`src/rtl/alu_exec_unit.sv`:
```
// alu_exec_unit: MIPS execute stage with a registered ALU-control decode, a flagged ALU and an independent PC/branch adder.
module alu_exec_unit #(
  parameter int WIDTH = 32,
  parameter logic [3:0] RESET_CTL = 4'b0010
) (
  input  logic             clk,
  input  logic             reset,
  input  logic [5:0]       alu_op,
  output logic [3:0]       alu_ctl,
  input  logic [WIDTH-1:0] a,
  input  logic [WIDTH-1:0] b,
  input  logic             cin,
  output logic [WIDTH-1:0] alu_res,
  output logic             zero,
  output logic             cout,
  output logic             ovf,
  input  logic [WIDTH-1:0] add_a,
  input  logic [WIDTH-1:0] add_b,
  output logic [WIDTH-1:0] add_sum
);
  localparam int M = WIDTH - 1;
  localparam logic [3:0] CTL_AND = 4'b0000;
  localparam logic [3:0] CTL_OR  = 4'b0001;
  localparam logic [3:0] CTL_ADD = 4'b0010;
  localparam logic [3:0] CTL_XOR = 4'b0011;
  localparam logic [3:0] CTL_SUB = 4'b0110;
  localparam logic [3:0] CTL_SLT = 4'b0111;
  localparam logic [3:0] CTL_NOR = 4'b1100;
  logic [3:0]     w_ctl_next;
  logic [WIDTH:0] w_sum;
  logic [WIDTH:0] w_diff;
  logic           w_add_ovf;
  logic           w_sub_ovf;
  logic           w_slt;
  // 6'h23 appears only under ADD: lw takes priority over subu
  always_comb begin
    w_ctl_next = CTL_ADD;
    case (alu_op)
      6'h22, 6'h04, 6'h05: w_ctl_next = CTL_SUB;
      6'h24, 6'h0C:        w_ctl_next = CTL_AND;
      6'h25, 6'h0D:        w_ctl_next = CTL_OR;
      6'h26, 6'h0E:        w_ctl_next = CTL_XOR;
      6'h27:               w_ctl_next = CTL_NOR;
      6'h2A, 6'h0A:        w_ctl_next = CTL_SLT;
      default:             w_ctl_next = CTL_ADD;
    endcase
  end
  always_ff @(posedge clk)
    alu_ctl <= reset ? RESET_CTL : w_ctl_next;
  assign w_sum     = {1'b0, a} + {1'b0, b} + {{WIDTH{1'b0}}, cin};
  assign w_diff    = {1'b0, a} + {1'b0, ~b} + {{WIDTH{1'b0}}, 1'b1};
  assign w_add_ovf = (a[M] == b[M]) && (w_sum[M] != a[M]);
  assign w_sub_ovf = (a[M] != b[M]) && (w_diff[M] != a[M]);
  // sign of the difference corrected by overflow gives a true signed compare
  assign w_slt     = w_diff[M] ^ w_sub_ovf;
  always_comb begin
    alu_res = '0;
    cout    = 1'b0;
    ovf     = 1'b0;
    case (alu_ctl)
      CTL_ADD: begin
        alu_res = w_sum[M:0];
        cout    = w_sum[WIDTH];
        ovf     = w_add_ovf;
      end
      CTL_SUB: begin
        alu_res = w_diff[M:0];
        cout    = w_diff[WIDTH];
        ovf     = w_sub_ovf;
      end
      CTL_AND: alu_res = a & b;
      CTL_OR:  alu_res = a | b;
      CTL_XOR: alu_res = a ^ b;
      CTL_NOR: alu_res = ~(a | b);
      CTL_SLT: alu_res = {{M{1'b0}}, w_slt};
      default: alu_res = '0;
    endcase
  end
  assign zero    = (alu_res == '0);
  assign add_sum = add_a + add_b;
endmodule

```
`config.mk`:
```
export PLATFORM = sky130hd
export DESIGN_NAME = alu_exec_unit
export DESIGN_NICKNAME = d
export VERILOG_FILES = /design/src/rtl/alu_exec_unit.sv
export SDC_FILE = /design/constraint.sdc
export NUM_CORES = 1
export LEC_CHECK = 0
export CELL_PAD_IN_SITES_DETAIL_PLACEMENT = 1
export CELL_PAD_IN_SITES_GLOBAL_PLACEMENT = 2
export CORE_ASPECT_RATIO = 2
export CORE_MARGIN = 2
export CORE_UTILIZATION = 27
export DETAILED_ROUTE_END_ITERATION = 8
export PLACE_DENSITY = 0.82
export SLEW_MARGIN = 20
export SYNTH_ARGS = -nofsm -noshare
export SYNTH_HDL_FRONTEND = slang
export SYNTH_SLANG_ARGS = --single-unit
```
`constraint.sdc`:
```
create_clock -name clk -period 8.1 [get_ports clk]
set_input_delay 0.81 -clock clk [delete_from_list [all_inputs] [get_ports clk]]
set_output_delay 0.81 -clock clk [all_outputs]
set_load 0.005 [all_outputs]
```
==> impl_metrics.ini <==
[detailed_routing]
first_pass_iters = 6
vias_per_cell = 5.69
drt-wirelength-per-cell_um = 20.5
num_vias = 9502
route.detailed.drc = 0
drt_iter0_drc = 455
antenna_left = 0
wl_um = 34300

[clock_network]
cts_inserted_buffers = 3
clock_path_buffers = 2
clock-sinks = 4
cts_tree = built
root_buffer = clkbuf_16
ctsHoldBuffers = 0
clk_pin_slew_ps = 30
h-tree-depth = 1

[global_routing]
gr-total-overflow = 0
grt_pass1_vias = 9981
antenna_found_initial = 1
grt_max_degree = 27
grt.total_usage_pct = 22.8
grt_pass1_wl_um = 53100

[critical_path]
path_class = input pin to primary output
crit_buf_inv = 4
max_stage_delay_ps = 540
path_delay_family = simple AND/OR/NAND/NOR gates
crit_slowest_cell = clkdlybuf4s50_1
startpoint_type = input pin
worstPathRequired_ps = 7290
path_max_fanout = 3
crit_arrival_ps = 6850
cp-end-kind = primary output

[yosys]
ys.flop_type = dfxtp_1
synth-seq-cells = 4
synth_fp_nets = 1393
synth-edff-count = 0
yosysMostFrequentCell = ha_1
yosysUniqueCellTypes = 84
async_reset_ff_share_pct = 0
yosys_warnings = 0
synth_top_cell_by_area = ha_1
synth.cell_area_um2 = 7440
synth_common_cells = ha_1, inv_1, nor2_1, a21oi_1, nand2_1
synth_cells = 1111
synth_top_area_share_pct = 23.5
avgSynthCellArea_um2 = 6.70
ys_seq_area_share_pct = 1.08
synth.top_cells.by_area = ha_1, a21oi_1, inv_1

[sta]
post-route-period-util_pct = 94.6
setup_tns_ps = 0
finalSetupViolations = 0
finalMaxSlewViolations = 0
fin_crit_ps = 7660
slew_headroom_pct = 24.4
hold_slack_ps = 1250
fmax_mhz = 131
worst_pin_slew_ps = 1130
final_hold_viol_count = 0

[floorplanning]
dieArea_um2 = 29000
core_area_um2 = 27300
pin_count = 208
initial_core_util_pct = 27.2
die_h_um = 239
core.rowCount = 86
die_w_um = 121

[cells_and_area]
top_regs = alu_ctl: 4 flops
fill_cells = 3499
regMostFlops = alu_ctl
drive_gt1_share_pct = 7.97
multi_input_area_um2 = 6870
largest_register_ffs = 4
fin_nets = 1602
ff_latch_area_um2 = 80.1
syn_to_final_growth_pct = 39.3

[power_and_ir_drop]
vdd_drop_max_mv = 0.0645
p_leak_nw = 4.55
p_per_area_nw_per_um2 = 89.1

[worst_hold_path]
hp-class = input pin to flip-flop
whs_path_depth = 2
hp-start = reset
hold_end = alu_ctl[3]

[run]
drv_cap = 0

[place]
portBuffers = 207
dpl.hpwl_um = 28100
place.gp.congestion = 0.918

[outcome]
status = completed
[worst max path at each step]
stage,startpoint,end,cells past startpoint
floorplan,a[8],zero,25
global placement,a[8],zero,28
detailed placement,b[8],zero,28
CTS,b[8],zero,28
global route,a[0],zero,28
finish,a[0],zero,28
[stage by stage]
| stage | util (%) | area [µm²] | total power [mW] | worst slack [ps] | std cells |
|---|---|---|---|---|---|
| 2_1_floorplan | - | 7440 | 0.438 | 1520 | 1111 |
| 3_3_place_gp | 37.1 | 10100 | 0.816 | 13.2 | 1666 |
| 3_5_place_dp | 37.1 | 10100 | 0.830 | -138 | 1666 |
| 4_1_cts | 37.4 | 10200 | 0.913 | 239 | 1669 |
| 5_1_grt | 37.9 | 10400 | 0.998 | -18.6 | 1671 |
| 6_report | 37.9 | 10400 | 0.923 | 440 | 1671 |
[routing by layer]
layer  part of all wire (%)  up-vias  wire [µm]  track usage [%]
li1                       -     4501          -                -
met1                     42     4625      14400             27.6
met2                     50      289      17200             41.6
met3                    3.9       87       1340             1.57
met4                    4.1        0       1410             8.25
met5                      0        -          0                0
[what timing repair did]
action / CTS / global route
buffers inserted: 0 / 1
setup endpoints to repair: 1 / 1
pin swaps: 2 / 15
resized for setup: 4 / 32
[power by group]
part / internal, mW / total [mW] / switching (mW) / leakage (nW)
sequential: 0.0202 / 0.0214 / 0.00120 / 0.0324
combinational: 0.399 / 0.826 / 0.427 / 4.48
clock: 0.0629 / 0.0754 / 0.0125 / 0.0370
[layout make-up]
type | instances | share of cell area [%]
antenna | 1 | 0.0242
clock buffer | 3 | 0.725
inverter | 109 | 3.95
multi-input combinational | 942 | 66.3
sequential | 4 | 0.773
tap | 352 | 4.25
timing repair buffer | 260 | 24.0
[cells in the final DEF (no fill, tap or decap), types with 9 or more instances in the layout]
master           Yosys  routed
buf_4                0      53
inv_1              109     104
a21oi_1             89      87
a221oi_1            10      10
nor2_1             109     108
o211ai_1            13      13
o21bai_1            15      15
nand3_1             24      24
a211oi_1            19      18
o22ai_1             11      11
xor2_1              13      13
ha_1               140     136
or3_1               16      14
a21o_1              22      22
o221ai_1            11      10
clkdlybuf4s50_1      0     198
xnor2_1             22      22
o31ai_1             15      15
a31oi_1             17      17
nor2b_1             15      15
o21ai_0             77      76
o21a_1               9       9
nand2b_1            13      13
a22oi_1             25      25
nand4_1             11      11
nor3_1              23      22
nand2_1             80      80
[kinds of logic after synthesis]
group                      Yosys count  synth area share (%)
AOI/OAI and AO/OA                  398                  36.1
buffers and inverters              165                  8.54
DFF                                  4                  1.08
and+or+nand+nor                    357                  24.1
xor gates and xnor gates            35                  4.12
muxes                                7                  1.16
adders and majority gates          145                  24.9
No activity file was read; power rests on OpenSTA's default activity.
